`src/rtl/clk_div_monitor_pkg.sv`:
```
// Shared types for the divided-clock monitor and the CSR/debug block that reads it.
package clk_div_monitor_pkg;

  // Monitor FSM states
  typedef enum logic [1:0] {
    IDLE = 2'd0,
    SYNC = 2'd1,
    HIGH = 2'd2,
    LOW  = 2'd3
  } mon_state_t;

  // Error cause encoding used by the CSR block when it logs err pulses
  typedef enum logic [1:0] {
    ERR_NONE     = 2'd0,
    ERR_MISMATCH = 2'd1,
    ERR_TIMEOUT  = 2'd2
  } err_cause_t;

  // Width of the saturating error counter
  localparam int ERR_CNT_W = 8;

endpackage

```
`src/rtl/clk_div_monitor_edge_det.sv`:
```
// Registered edge detector for a signal already synchronous to clk.
// Reusable by other monitors that need single-cycle rise/fall strobes.
module edge_det
  import clk_div_monitor_pkg::*;
(
  input  logic clk,
  input  logic rst,
  input  logic din,
  output logic rise,
  output logic fall
);

  logic prev_in;

  // Previous-cycle copy of the input; tracks din even while the monitor is disabled
  always_ff @(posedge clk or posedge rst) begin
    if (rst) begin
      prev_in <= 1'b0;
    end else begin
      prev_in <= din;
    end
  end

  assign rise = din & ~prev_in;
  assign fall = ~din & prev_in;

endmodule

```
`src/rtl/clk_div_monitor.sv`:
```
// Built-in self-check for an FSM clock divider: measures high time and period
// of div_in in clk cycles, flags mismatches and timeouts, and reports lock.
module clk_div_monitor
  import clk_div_monitor_pkg::*;
#(
  parameter int DIV      = 4,
  parameter int HIGH_CYC = 1,
  parameter int CNT_W    = 8,
  parameter int LOCK_CNT = 3
) (
  input  logic                 clk,
  input  logic                 rst,
  input  logic                 en,
  input  logic                 div_in,
  output logic [CNT_W-1:0]     period_o,
  output logic [CNT_W-1:0]     high_o,
  output logic                 meas_vld,
  output logic                 err,
  output logic                 timeout,
  output logic                 locked,
  output logic [ERR_CNT_W-1:0] err_cnt
);

  localparam int                   GOOD_W  = $clog2(LOCK_CNT + 1);
  localparam logic [CNT_W-1:0]     CNT_MAX = {CNT_W{1'b1}};
  localparam logic [CNT_W-1:0]     CNT_ONE = CNT_W'(1);
  localparam logic [CNT_W-1:0]     DIV_C   = CNT_W'(DIV);
  localparam logic [CNT_W-1:0]     HIGH_C  = CNT_W'(HIGH_CYC);
  localparam logic [GOOD_W-1:0]    LOCK_G  = GOOD_W'(LOCK_CNT);
  localparam logic [ERR_CNT_W-1:0] ERR_MAX = {ERR_CNT_W{1'b1}};

  // High + low summed one bit wider, then clamped to the counter range
  function automatic logic [CNT_W-1:0] sat_sum(input logic [CNT_W-1:0] a,
                                               input logic [CNT_W-1:0] b);
    logic [CNT_W:0] s;
    s = {1'b0, a} + {1'b0, b};
    return s[CNT_W] ? CNT_MAX : s[CNT_W-1:0];
  endfunction

  // Error counter sticks at its maximum instead of wrapping
  function automatic logic [ERR_CNT_W-1:0] sat_inc(input logic [ERR_CNT_W-1:0] v);
    return (v == ERR_MAX) ? v : v + 1'b1;
  endfunction

  mon_state_t        state;
  logic [CNT_W-1:0]  hcnt;
  logic [CNT_W-1:0]  lcnt;
  logic [GOOD_W-1:0] good_cnt;
  logic [GOOD_W-1:0] good_inc;
  logic [CNT_W-1:0]  meas_period;
  logic              meas_good;
  logic              rise;
  logic              fall;
  logic              to_hit;

  edge_det u_edge_det (
    .clk  (clk),
    .rst  (rst),
    .din  (div_in),
    .rise (rise),
    .fall (fall)
  );

  assign meas_period = sat_sum(hcnt, lcnt);
  assign meas_good   = (meas_period == DIV_C) && (hcnt == HIGH_C);
  assign good_inc    = (good_cnt == LOCK_G) ? good_cnt : good_cnt + 1'b1;

  // A counter already at its maximum with no edge this cycle cannot count further.
  // In HIGH the input is 1 whenever there is no fall; in LOW it is 0 whenever there is no rise.
  assign to_hit = ((state == HIGH) && !fall && (hcnt == CNT_MAX)) ||
                  ((state == LOW)  && !rise && (lcnt == CNT_MAX));

  // Monitor FSM: high/low counting, measurement registers, checker and lock tracking
  always_ff @(posedge clk or posedge rst) begin
    if (rst) begin
      state    <= IDLE;
      hcnt     <= '0;
      lcnt     <= '0;
      good_cnt <= '0;
      period_o <= '0;
      high_o   <= '0;
      meas_vld <= 1'b0;
      err      <= 1'b0;
      timeout  <= 1'b0;
      locked   <= 1'b0;
      err_cnt  <= '0;
    end else begin
      meas_vld <= 1'b0;
      err      <= 1'b0;
      timeout  <= 1'b0;
      if (!en) begin
        // Disable wins over any same-cycle edge or timeout; measurement results and err_cnt hold
        state    <= IDLE;
        hcnt     <= '0;
        lcnt     <= '0;
        good_cnt <= '0;
        locked   <= 1'b0;
      end else if (to_hit) begin
        // Stuck input: report, drop lock and resynchronise on the next rise
        state    <= SYNC;
        hcnt     <= '0;
        lcnt     <= '0;
        good_cnt <= '0;
        locked   <= 1'b0;
        err      <= 1'b1;
        timeout  <= 1'b1;
        err_cnt  <= sat_inc(err_cnt);
      end else begin
        case (state)
          IDLE: state <= SYNC;
          SYNC: begin
            // The partial period in progress at enable is discarded
            if (rise) begin
              state <= HIGH;
              hcnt  <= CNT_ONE;
              lcnt  <= '0;
            end
          end
          HIGH: begin
            if (fall) begin
              state <= LOW;
              lcnt  <= CNT_ONE;
            end else begin
              hcnt <= hcnt + 1'b1;
            end
          end
          LOW: begin
            if (rise) begin
              // End of one full period; the rise cycle is the first high cycle of the next one
              period_o <= meas_period;
              high_o   <= hcnt;
              meas_vld <= 1'b1;
              err      <= !meas_good;
              state    <= HIGH;
              hcnt     <= CNT_ONE;
              lcnt     <= '0;
              if (meas_good) begin
                good_cnt <= good_inc;
                locked   <= (good_inc == LOCK_G);
              end else begin
                good_cnt <= '0;
                locked   <= 1'b0;
                err_cnt  <= sat_inc(err_cnt);
              end
            end else begin
              lcnt <= lcnt + 1'b1;
            end
          end
          default: state <= IDLE;
        endcase
      end
    end
  end

endmodule

```
`config.mk`:
```
export PLATFORM = sky130hd
export DESIGN_NAME = clk_div_monitor
export DESIGN_NICKNAME = d
export VERILOG_FILES = /design/src/rtl/clk_div_monitor_pkg.sv /design/src/rtl/clk_div_monitor_edge_det.sv /design/src/rtl/clk_div_monitor.sv
export SDC_FILE = /design/constraint.sdc
export NUM_CORES = 1
export LEC_CHECK = 0
export ABC_AREA = 1
export CAP_MARGIN = 15
export CORE_ASPECT_RATIO = 0.6
export CORE_MARGIN = 8
export CORE_UTILIZATION = 50
export CTS_CLUSTER_SIZE = 30
export DETAILED_ROUTE_END_ITERATION = 8
export GPL_ROUTABILITY_DRIVEN = 0
export PLACE_DENSITY = 0.72
export REMOVE_ABC_BUFFERS = 1
export SYNTH_ARGS = -nofsm -noshare
export SYNTH_HDL_FRONTEND = slang
export SYNTH_SLANG_ARGS = --single-unit
```
`constraint.sdc`:
```
create_clock -name clk -period 2.75 [get_ports clk]
set_input_delay 0.4125 -clock clk [delete_from_list [all_inputs] [get_ports clk]]
set_output_delay 0.4125 -clock clk [all_outputs]
set_load 0.01 [all_outputs]
```
==> flow_summary.yaml <==
timing:
  setup_viol: 0
  skew_ns: 0.01208
  fmax_mhz: 399.2
  grt_setup_unrepaired: "false"
  slew_viol_final: 0
  finalCritPeriodShare_pct: 91.09
  worst_pin_slew_ns: 0.5442
  max_slew_margin_pct: 63.72
  finalCriticalPeriod_ns: 2.505
  final.setup.worst_slack_ns: 0.2449
  hold_violations: 0
  fin_setup_tns_ns: 0
clock_tree:
  postCtsSetupBuffers: 0
  clk_pin_slew_ns: 0.10
  root_buffer: "clkbuf_8"
  cts_sinks: 49
  cts_buffers: 5
  cts_max_level: 2
  cts_tree: "built"
  cts_hold_buf: 0
  clk_latency_ns: 0.31
  clockBufferDepth: 2
floorplanning:
  dieArea_um2: 8796
  die_y_um: 75.92
  core_area_um2: 5675
  rows: 21
  die_w_um: 115.9
  io_pins: 32
  start_util_pct: 52.71
grt:
  grt_remaining_overflow: 0
  antenna_found_initial: 0
  grt_pass1_wl_mm: 12.34
  grt_pass1_vias: 2521
  grt_util_all_layers_pct: 17.18
  grt_max_degree: 25
route:
  antenna_left: 0
  viasPerCell: 5.352
  wl_mm: 7.343
  wire_per_inst_um: 14.34
  drc: 0
  first_iter_violations: 234
  drt-pass1-iter-count: 5
  route.vias.total: 2740
place:
  dp_cells: 504
  hpwl_mm: 5.684
  port_buffers: 31
  dpl_cell_area_um2: 3431
  pre_cts_slack_ns: 0.1301
pwr:
  worst_ir_drop_vdd_mv: 0.2447
  leakage_nw: 1.784
  powerDensity_nw_per_um2: 411.8
synthesis:
  synth_edf_count: 0
  synth-main-ff-cell: "dfrtp_1"
  yosysWarnings: 0
  async_reset_ff_share_pct: 100.0
  synth_cells: 390
  synth_top_area_share_pct: 40.99
  synth_cell_types: 33
  yosysSeqAreaShare_pct: 40.99
  yosys-top-cells-area: "dfrtp_1 41%, nand2_1 14%, inv_1 5.6%, nand3_1 5.5%, ha_1 5.0%"
  synth_most_common_cell: "nand2_1"
  synth-seq-cells: 49
  synth_common_cells: "109 x nand2_1, 49 x dfrtp_1, 45 x inv_1"
  netlist_area_um2: 2992
  synth_area_leader_cell: "dfrtp_1"
  syn_avg_cell_area_um2: 7.671
cells_and_area:
  drive_gt1_share_pct: 12.27
  finalInstanceArea_um2: 3565
  areaGrowthSynthToFinish_pct: 19.16
  final_net_count: 448
  layoutNonFillerInstCount: 512
  num_antenna_cells: 0
  fin_util_pct: 62.81
setup_path:
  r2r-start: "lcnt[0]"
  end_kind: "flop"
  crit_start: "lcnt[0]"
  critPathLaunchType: "flop"
  worstPathArrival_ns: 2.74
  critical_path_class: "reg2reg"
  crit_fanout: 4
  crit_required_ns: 2.99
run:
  maxCapViolations: 0
min_path:
  min_path_type: "in2async"
status:
  status: "complete, no violations"
## kinds of logic (layout without fill, tap and decap cells)
kind of cell             count (synthesis)  in the layout  synth area share [%]
adder cells (fa/ha/maj)                 13             13                 5.688
flip-flops                              49             49                 40.99
XOR/XNOR                                 9              9                 2.635
AND/OR/NAND/NOR                        214            214                 33.42
AO/OA/AOI/OAI                           49             49                 9.703
buffers and inverters                   56             98                 7.570
## final cells by class
type | count | area, µm²
Fill cell | 515 | 2111
Multi-Input combinational cell | 285 | 1562
Sequential cell | 49 | 1226
Timing Repair Buffer | 40 | 377.9
Inverter | 50 | 187.7
Tap cell | 80 | 100.1
Clock buffer | 6 | 72.57
Clock inverter | 2 | 38.79
## power by group
part / leakage, nW / internal (mW) / switching (mW)
logic: 1.05 / 0.0712 / 0.110
registers: 0.675 / 0.743 / 0.0216
clock network: 0.0554 / 0.273 / 0.249
## what timing repair did
action	CTS	global route
hold endpoints to repair	0	0
endpoints found under the setup margin	0	11
gates resized for setup	0	5
## final timing paths
| kind | to | slack (ns) | cells after the start |
|---|---|---|---|
| max in group asynchronous | lcnt[0] | 1.76 | 3 |
| hold reg to reg | high_o[0] | 0.48 | 2 |
| setup / recovery | good_cnt[1] | 0.24 | 13 |
| min in group clk | high_o[0] | 0.48 | 2 |
| hold / removal | high_o[5] | 0.38 | 2 |
| setup reg to reg | good_cnt[1] | 0.24 | 13 |
## routing by layer
layer	track usage, %	vias up	part of all wire [%]
li1	-	1354	-
met1	26.33	1284	51
met2	23.16	94	41
met3	3.877	8	8.0
met4	4.247	0	0.74
met5	0	-	0
## sequential cells by signal (all words and copies together) (netlist names), 2 cells and up
| register | cells |
|---|---|
| lcnt | 8 |
| high_o | 8 |
| err_cnt | 8 |
| period_o | 8 |
| hcnt | 8 |
| state | 2 |
| good_cnt | 2 |
## cells in the final DEF, fill, tap and decap left out, types with 2 or more instances in the layout
cell type and instances:
a21oi_1 10, buf_4 9, clkbuf_8 5, clkdlybuf4s50_1 31
dfrtp_1 49, ha_1 12, inv_1 44, inv_2 6
nand2_1 108, nand2_2 8, nand2_4 3, nand3_1 32
nand4_1 16, nor2_1 27, nor2_2 2, nor2_4 2
nor3_1 5, nor4_1 3, o21ai_0 25, o21ai_1 2
o21ai_2 7, or2_2 3, xnor2_1 2, xor2_1 7
## critical path: stages, from the launching register on
cell and delay, ns:
dfrtp_1 0.42, ha_1 0.24, fa_1 0.42, nand2_1 0.10
nand2_1 0.10, nand2_1 0.07, nor2_1 0.05, nor2_2 0.15
nand3_1 0.14, nor2_1 0.15, nand3_2 0.13, nor2_1 0.25
o21ai_0 0.14, o21ai_0 0.09
## per-stage QoR
stage                     hold slack, ns  power [mW]
final                             0.3837       1.468
after global routing              0.4238       1.537
after CTS                         0.3891       1.483
after detailed placement          0.4634      0.9599
after global placement            0.4590      0.9551
after floorplan                   0.4439      0.8773
Power figures use the tool's default switching activity.
